[src/rtl/spi_slave_rx_if.sv]
// Bus bundle for the SPI receive block: serial pins from the master plus the
// byte-level valid/ready output side and status flags.
interface spi_slave_rx_if #(
    parameter int DATA_W = 8
);
    logic              sclk;
    logic              cs;
    logic              mosi;
    logic [DATA_W-1:0] rx_data;
    logic              rx_valid;
    logic              rx_ready;
    logic              frame_err;
    logic              overrun;
    logic              busy;

    modport slave (
        input  sclk, cs, mosi, rx_ready,
        output rx_data, rx_valid, frame_err, overrun, busy
    );

    modport master (
        output sclk, cs, mosi, rx_ready,
        input  rx_data, rx_valid, frame_err, overrun, busy
    );
endinterface

[src/rtl/spi_slave_rx.sv]
// SPI receive side: oversamples sclk/cs/mosi in the clk domain, shifts an
// MSB-first byte per cs assertion into a one-entry valid/ready holding register.
module spi_slave_rx #(
    parameter int DATA_W      = 8,
    parameter int LEAD_EDGES  = 1,
    parameter int SYNC_STAGES = 2
) (
    input  logic          clk,
    input  logic          rst,
    spi_slave_rx_if.slave bus
);
    localparam int BIT_W  = $clog2(DATA_W);
    localparam int EDGE_W = (LEAD_EDGES < 2) ? 1 : $clog2(LEAD_EDGES + 1);

    typedef enum logic [1:0] {
        IDLE,
        LEAD,
        SHIFT,
        WAIT_CS
    } state_t;

    logic [SYNC_STAGES-1:0] cs_sync_reg;
    logic [SYNC_STAGES-1:0] sclk_sync_reg;
    logic [SYNC_STAGES-1:0] mosi_sync_reg;
    logic                   sclk_prev_reg;

    logic cs_s;
    logic sclk_s;
    logic mosi_s;
    logic fall;

    state_t              state_reg, state_next;
    logic [EDGE_W-1:0]   edge_cnt_reg, edge_cnt_next;
    logic [BIT_W-1:0]    bit_cnt_reg, bit_cnt_next;
    logic [DATA_W-2:0]   shreg_reg, shreg_next;
    logic [DATA_W-1:0]   rx_data_reg, rx_data_next;
    logic                rx_valid_reg, rx_valid_next;
    logic                frame_err_reg, frame_err_next;
    logic                overrun_reg, overrun_next;

    logic                deliver;
    logic                lead_done;
    logic                last_bit;
    logic [DATA_W-1:0]   new_byte;

    // cs idles high so a reset never looks like a frame start.
    always_ff @(posedge clk or negedge rst) begin
        if (!rst) begin
            cs_sync_reg   <= '1;
            sclk_sync_reg <= '0;
            mosi_sync_reg <= '0;
            sclk_prev_reg <= 1'b0;
        end else begin
            cs_sync_reg   <= {cs_sync_reg[SYNC_STAGES-2:0], bus.cs};
            sclk_sync_reg <= {sclk_sync_reg[SYNC_STAGES-2:0], bus.sclk};
            mosi_sync_reg <= {mosi_sync_reg[SYNC_STAGES-2:0], bus.mosi};
            sclk_prev_reg <= sclk_s;
        end
    end

    assign cs_s   = cs_sync_reg[SYNC_STAGES-1];
    assign sclk_s = sclk_sync_reg[SYNC_STAGES-1];
    assign mosi_s = mosi_sync_reg[SYNC_STAGES-1];
    assign fall   = sclk_prev_reg & ~sclk_s;

    assign new_byte  = {shreg_reg, mosi_s};
    assign lead_done = (32'(edge_cnt_reg) + 32'd1 == 32'(LEAD_EDGES));
    assign last_bit  = (bit_cnt_reg == BIT_W'(DATA_W - 1));

    always_comb begin
        state_next     = state_reg;
        edge_cnt_next  = edge_cnt_reg;
        bit_cnt_next   = bit_cnt_reg;
        shreg_next     = shreg_reg;
        deliver        = 1'b0;
        frame_err_next = 1'b0;
        case (state_reg)
            IDLE: begin
                if (!cs_s) begin
                    edge_cnt_next = '0;
                    bit_cnt_next  = '0;
                    state_next    = (LEAD_EDGES == 0) ? SHIFT : LEAD;
                end
            end
            LEAD: begin
                if (cs_s) begin
                    state_next = IDLE;
                end else if (fall) begin
                    if (lead_done) state_next = SHIFT;
                    else           edge_cnt_next = edge_cnt_reg + 1'b1;
                end
            end
            SHIFT: begin
                // The final fall wins over a simultaneous cs rise.
                if (fall && last_bit) begin
                    deliver    = 1'b1;
                    state_next = cs_s ? IDLE : WAIT_CS;
                end else if (cs_s) begin
                    frame_err_next = (bit_cnt_reg != '0);
                    state_next     = IDLE;
                end else if (fall) begin
                    shreg_next   = new_byte[DATA_W-2:0];
                    bit_cnt_next = bit_cnt_reg + 1'b1;
                end
            end
            WAIT_CS: begin
                if (cs_s) state_next = IDLE;
            end
            default: state_next = IDLE;
        endcase
    end

    // Holding register: a full, unconsumed entry keeps its byte and the newcomer is dropped.
    always_comb begin
        rx_data_next  = rx_data_reg;
        rx_valid_next = rx_valid_reg;
        overrun_next  = 1'b0;
        if (deliver) begin
            if (!rx_valid_reg || bus.rx_ready) begin
                rx_data_next  = new_byte;
                rx_valid_next = 1'b1;
            end else begin
                overrun_next = 1'b1;
            end
        end else if (rx_valid_reg && bus.rx_ready) begin
            rx_valid_next = 1'b0;
        end
    end

    always_ff @(posedge clk or negedge rst) begin
        if (!rst) begin
            state_reg     <= IDLE;
            edge_cnt_reg  <= '0;
            bit_cnt_reg   <= '0;
            shreg_reg     <= '0;
            rx_data_reg   <= '0;
            rx_valid_reg  <= 1'b0;
            frame_err_reg <= 1'b0;
            overrun_reg   <= 1'b0;
        end else begin
            state_reg     <= state_next;
            edge_cnt_reg  <= edge_cnt_next;
            bit_cnt_reg   <= bit_cnt_next;
            shreg_reg     <= shreg_next;
            rx_data_reg   <= rx_data_next;
            rx_valid_reg  <= rx_valid_next;
            frame_err_reg <= frame_err_next;
            overrun_reg   <= overrun_next;
        end
    end

    assign bus.rx_data   = rx_data_reg;
    assign bus.rx_valid  = rx_valid_reg;
    assign bus.frame_err = frame_err_reg;
    assign bus.overrun   = overrun_reg;
    assign bus.busy      = (state_reg != IDLE);
endmodule

[src/flat_wrapper.sv]
// flat-port wrapper written by rule: the top's interface ports become plain ports
module spi_slave_rx_flat 
#(
    parameter int DATA_W      = 8,
    parameter int LEAD_EDGES  = 1,
    parameter int SYNC_STAGES = 2
)
  (clk, rst, bus_sclk, bus_cs, bus_mosi, bus_rx_ready, bus_rx_data, bus_rx_valid, bus_frame_err, bus_overrun, bus_busy);
  spi_slave_rx_if #(.DATA_W(DATA_W)) bus_i ();
  input  logic clk;
  input  logic rst;
  input wire logic [$bits(bus_i.sclk)-1:0] bus_sclk;
  input wire logic [$bits(bus_i.cs)-1:0] bus_cs;
  input wire logic [$bits(bus_i.mosi)-1:0] bus_mosi;
  input wire logic [$bits(bus_i.rx_ready)-1:0] bus_rx_ready;
  output wire logic [$bits(bus_i.rx_data)-1:0] bus_rx_data;
  output wire logic [$bits(bus_i.rx_valid)-1:0] bus_rx_valid;
  output wire logic [$bits(bus_i.frame_err)-1:0] bus_frame_err;
  output wire logic [$bits(bus_i.overrun)-1:0] bus_overrun;
  output wire logic [$bits(bus_i.busy)-1:0] bus_busy;
  assign bus_i.sclk = bus_sclk;
  assign bus_i.cs = bus_cs;
  assign bus_i.mosi = bus_mosi;
  assign bus_i.rx_ready = bus_rx_ready;
  assign bus_rx_data = bus_i.rx_data;
  assign bus_rx_valid = bus_i.rx_valid;
  assign bus_frame_err = bus_i.frame_err;
  assign bus_overrun = bus_i.overrun;
  assign bus_busy = bus_i.busy;
  spi_slave_rx #(.DATA_W(DATA_W), .LEAD_EDGES(LEAD_EDGES), .SYNC_STAGES(SYNC_STAGES)) u_core (.clk(clk), .rst(rst), .bus(bus_i));
endmodule
[config.mk]
export PLATFORM = sky130hd
export DESIGN_NAME = spi_slave_rx_flat
export DESIGN_NICKNAME = d
export VERILOG_FILES = /design/src/rtl/spi_slave_rx_if.sv /design/src/rtl/spi_slave_rx.sv /design/src/flat_wrapper.sv
export SDC_FILE = /design/constraint.sdc
export NUM_CORES = 1
export LEC_CHECK = 0
export ABC_AREA = 1
export CORE_MARGIN = 4
export CORE_UTILIZATION = 25
export CTS_CLUSTER_SIZE = 24
export DETAILED_ROUTE_END_ITERATION = 10
export PLACE_DENSITY = 0.52
export SYNTH_ARGS = -nofsm -noshare
export SYNTH_HDL_FRONTEND = slang
export SYNTH_SLANG_ARGS = --single-unit
[constraint.sdc]
create_clock -name clk -period 1.6 [get_ports clk]
set_input_delay 0.24 -clock clk [delete_from_list [all_inputs] [get_ports clk]]
set_output_delay 0.24 -clock clk [all_outputs]
set_load 0.005 [all_outputs]
==> Word-level counts from Yosys, hierarchy flattened <==
Cells that the tools add are included.
{ "word_totals": {"out_inout_bits": 12, "n_memories": 0, "in_bits": 6, "latchBits": 0, "wordCells": 78, "mem_bits_ro": 0, "ram_bits": 0, "regBits": 31} }
{ "classes": {"magnitude_cmp": 0, "shift": 0, "addsub": 3, "mux": 28, "n_eq_ne": 15, "n_mul": 0, "n_reduce_logical": 16, "n_div": 0, "bitwise": 4} }
{ "ops": {"columns": ["operator", "count"], "rows": [
  ["$eq 32x1->1 const B", 1],
  ["$mux 1", 14],
  ["$mux 2", 7],
  ["$mux 3", 4],
  ["$ne 2x2->1 const B", 6],
  ["$reduce_and 5->1", 2],
  ["$pmux 2 s4", 1],
  ["$reduce_bool 2->1", 4],
  ["$ne 3x1->1 const B", 2],
  ["$pmux 3 s2", 1],
  ["$eq 2x2->1 const B", 2],
  ["$ne 2x1->1 const B", 2],
  ["$reduce_and 2->1", 2],
  ["$reduce_and 4->1", 1],
  ["$add 3x1->3 const B", 1],
  ["$eq 3x3->1 const B", 1],
  ["$not 1->1", 3],
  ["$reduce_and 3->1", 1],
  ["$reduce_bool 3->1", 1],
  ["$add 1x1->2 const B", 1],
  ["$eq 2x1->1 const B", 1],
  ["$logic_and 1x1->1", 2],
  ["$logic_not 2->1", 1],
  ["$pmux 1 s2", 1],
  ["4 further kinds", 4]
]} }

==> Depth between registers and ports, before layout <==
{ "logic_depth": {"word_depth": 7, "depth_mapped": 8, "ltp_nobuf": 8} }

==> Least setup slack after synthesis <==
OpenSTA, ideal clock, no wires.
{ "synth_path": {"path_type": "register to register", "start": "register u_core.bit_cnt_reg[0]", "end": "register u_core.bit_cnt_reg[0]", "setup_slack_ns": 0.174, "stages_incl_launch_ff": 9, "setup_time_ns": 0.117, "synth_period_minus_slack_ns": 1.426, "t_required_ns": 1.483, "arrival_ns": 1.310, "cell_sequence": "dfrtp_1 -> ha_1 -> ha_1 -> nand3_4 -> inv_2 -> nand2_4 -> nand2_2 -> nand2_1 -> nand2_1"} }
{ "synth_between": {"elab_chain_len": 5} }
{ "synth_lines": {"columns": ["item", "line", "source"], "rows": [
  ["start: declaration", "spi_slave_rx.sv:34", "logic [BIT_W-1:0] bit_cnt_reg, bit_cnt_next;"],
  ["start signal: assignment", "spi_slave_rx.sv:143", "bit_cnt_reg <= bit_cnt_next;"],
  ["$add 3x1->3", "spi_slave_rx.sv:103", "bit_cnt_next = bit_cnt_reg + 1'b1;"],
  ["$mux 3", "spi_slave_rx.sv:101", "end else if (fall) begin"],
  ["$mux 3", "spi_slave_rx.sv:98", "end else if (cs_s) begin"],
  ["$mux 3", "spi_slave_rx.sv:95", "if (fall && last_bit) begin"],
  ["$pmux 3 s2", "spi_slave_rx.sv:77", "case (state_reg)"]
]} }
Parallel ways exist; a longest one is shown, timed or not. The select of a mux whose other input is x is not followed.
A chain may end at the register's enable or synchronous reset.

==> Worst setup path after layout <==
{ "layout_path": {"start": "register u_core.state_reg[1]", "end": "output port bus_busy"} }
{ "layout_between": {"elab_chain_len": 1} }
{ "layout_lines": {"columns": ["item", "line", "source"], "rows": [
  ["start: declaration", "spi_slave_rx.sv:32", "state_t state_reg, state_next;"],
  ["start signal: assignment", "spi_slave_rx.sv:141", "state_reg <= state_next;"],
  ["$reduce_bool 2->1", "spi_slave_rx.sv:156", "assign bus.busy = (state_reg != IDLE);"],
  ["end: declaration", "flat_wrapper.sv:20", "output wire logic [$bits(bus_i.busy)-1:0] bus_busy;"]
]} }
No other way between the ends.

==> results.toml <==
[run_status]
status = "finished clean"

[place]
post-dp-hpwl_um = 1756
io_buffers = 17
dp_cells = 217
gp_congestion = 0.7496

[cts]
clk_transition_reported_paths_ns = 0.07
numCtsBuffers = 5
max-clock-path-buffers = 2
clockRootBuffer = "clkbuf_8"
h-tree-depth = 2
clock_latency_ns = 0.28
tritoncts = "done"
clock-sinks = 31

[sta]
fmax_mhz = 648.8
holdWs_ns = 0.3512
fin_crit_sh_pct = 96.32
clock_skew_ns = 0.006960
worstMarginPinSlew_ns = 0.4028
min_period_ns = 1.541
report.final.slew_viol_count = 0
slew_headroom_pct = 73.12
hold_violations = 0
fin_setup_tns_ns = 0
grt_setup_unrepaired = "no"
setup_viol = 0

[yosys]
synth_area_mm2 = 0.001314
yosys_warnings = 0
synth_largest_area_cell = "dfrtp_1"
ys_types = 21
syn_area_per_cell_um2 = 10.11
synth.top_cells.by_area = "dfrtp_1, nand2_1, nand3_1, nor2_8, dfstp_2"
syn_nets = 139
syn_inst = 130
synth.top_cell.area_share_pct = 55.24
synth.yosys.seq_area_share_pct = 59.24
ys_seq_elements = 31

[worst_setup_path]
r2r-start = "u_core.bit_cnt_reg[0]"
cp.required_ns = 1.36
critPathBufInv = 2
cp_slowest_cell = "clkdlybuf4s50_1"
worst_path_largest_cell_delay_ns = 0.50
path_max_fanout = 4
worstSetupStartpointType = "flop"
critical_path_arrival_ns = 1.30
crit_chain = "inv_2 -> nand2_1 -> clkdlybuf4s50_1"
crit_path_end_kind = "output port"
critPathTopFamily = "buffers and inverters"
r2r_cells = 8
ff2ff_setup_slack_ns = 0.14
r2r-end = "u_core.bit_cnt_reg[0]"
worstSetupPathType = "reg2out"

[grt]
grt_first_pass_wirelength_um = 4057
track_usage_pct = 8.184
antenna_found_initial = 0
gr-total-overflow = 0
grt_max_degree = 32
grt_pass1_vias = 917

[run]
maxCapViolCount = 0

[final_layout]
largest_reg_flops = 8
area_delta_synth_final_pct = 30.00
fillerInstances = 539
post_route_cells_drive_above_1_share_pct = 19.11
fin_nets = 165
multi_input_area_um2 = 488.0
finalNonFillerCells = 227
diodes = 0
utilization_pct = 33.44
regArea_um2 = 779.5

[drt]
viasPerCell = 4.048
drtAntennaViolNets = 0
first_pass_iters = 4
drt-initial-drc-count = 33
wl_per_cell_um = 10.35
drt_wl_total_um = 2349
drc = 0
via_count = 919

[pwr]
p_total_uw = 1581
ir_drop_uv = 360.3
leakagePower_uw = 0.0008797
powerDensity_mw_per_mm2 = 925.6

[die]
start_util_pct = 25.72
die_x_um = 80.49
core_area_mm2 = 0.005107
die_y_um = 80.49
rows = 26
die_area_mm2 = 0.006479
io_pins = 18

[worst_hold_path]
min_path_type = "in2async"
worst max path at each step:
stage                          startpoint                    end  slack (ns)  depth (start not counted)
floorplan           u_core.bit_cnt_reg[0]  u_core.bit_cnt_reg[0]        0.17                          8
global placement    u_core.bit_cnt_reg[0]  u_core.bit_cnt_reg[1]        0.11                          8
detailed placement  u_core.bit_cnt_reg[0]  u_core.bus.rx_data[0]        0.05                          7
CTS                   u_core.state_reg[1]               bus_busy      0.0002                          3
global route          u_core.state_reg[1]               bus_busy       0.007                          3
finish                u_core.state_reg[1]               bus_busy        0.06                          3
cells in the mapped netlist (all sizes together):
| cell | instances |
|---|---|
| nor2 | 10 |
| nand2 | 45 |
| inv | 13 |
| dfstp | 2 |
| buf | 1 |
| ha | 3 |
| o21ai | 3 |
| nand4 | 1 |
| a21oi | 3 |
| nor3 | 1 |
| dfrtp | 29 |
| nand3 | 19 |
routing by layer:
layer	global-route usage [%]	up-vias	part of all wire (%)
met4	3.716	0	1.4
li1	-	460	-
met5	0	-	0
met3	3.139	5	5.7
met1	10.29	433	47
met2	12.33	21	46
kinds of logic after synthesis:
family / synth area share, %
AOI/OAI and AO/OA: 2.571
DFF: 59.24
buffers and inverters: 4.571
adders and majority gates: 2.857
and+or+nand+nor: 30.76
area by class of cell:
class	count	share of cell area, %
Sequential cell	31	45.64
Tap cell	70	5.128
Inverter	13	3.297
Clock buffer	7	5.641
Timing Repair Buffer	20	11.28
Clock inverter	1	0.4396
Multi-Input combinational cell	85	28.57
stage by stage:
stage / worst slack [ns] / instance area, µm²
final: 0.05880 / 1708
after global routing: 0.007241 / 1708
after CTS: 0.0001996 / 1688
after detailed placement: 0.04742 / 1575
after global placement: 0.1085 / 1575
after floorplan: 0.1735 / 1314
power by group:
| group | switching [µW] | total, µW | leakage [µW] | internal [µW] |
|---|---|---|---|---|
| Clock | 277 | 668 | 0.0000505 | 391 |
| Sequential | 15.6 | 821 | 0.000411 | 805 |
| Combinational | 55.7 | 92.0 | 0.000419 | 36.3 |
| Total | 349 | 1580 | 0.000880 | 1230 |
layout by cell type, fill, tap and decap left out, types with 2 or more instances in the layout:
cell type / Yosys / layout
nor2_1: 6 / 6
nand2_2: 2 / 2
nor2_8: 3 / 3
dfstp_2: 2 / 2
inv_1: 9 / 9
nand3_1: 18 / 18
nand2_4: 3 / 3
dfrtp_1: 29 / 28
ha_1: 3 / 2
clkbuf_8: 0 / 7
a21oi_1: 2 / 2
buf_4: 0 / 3
clkdlybuf4s50_1: 0 / 17
inv_2: 3 / 3
o21ai_0: 2 / 2
nand2_1: 40 / 40
timing repair:
item	4_1_cts	5_1_grt
pin swaps	0	0
cloned	0	0
gates resized for setup	1	2
setup buffers	1	1
hold buffers	0	0
setup endpoints to repair	1	12
(Power assumes the default switching activity.)
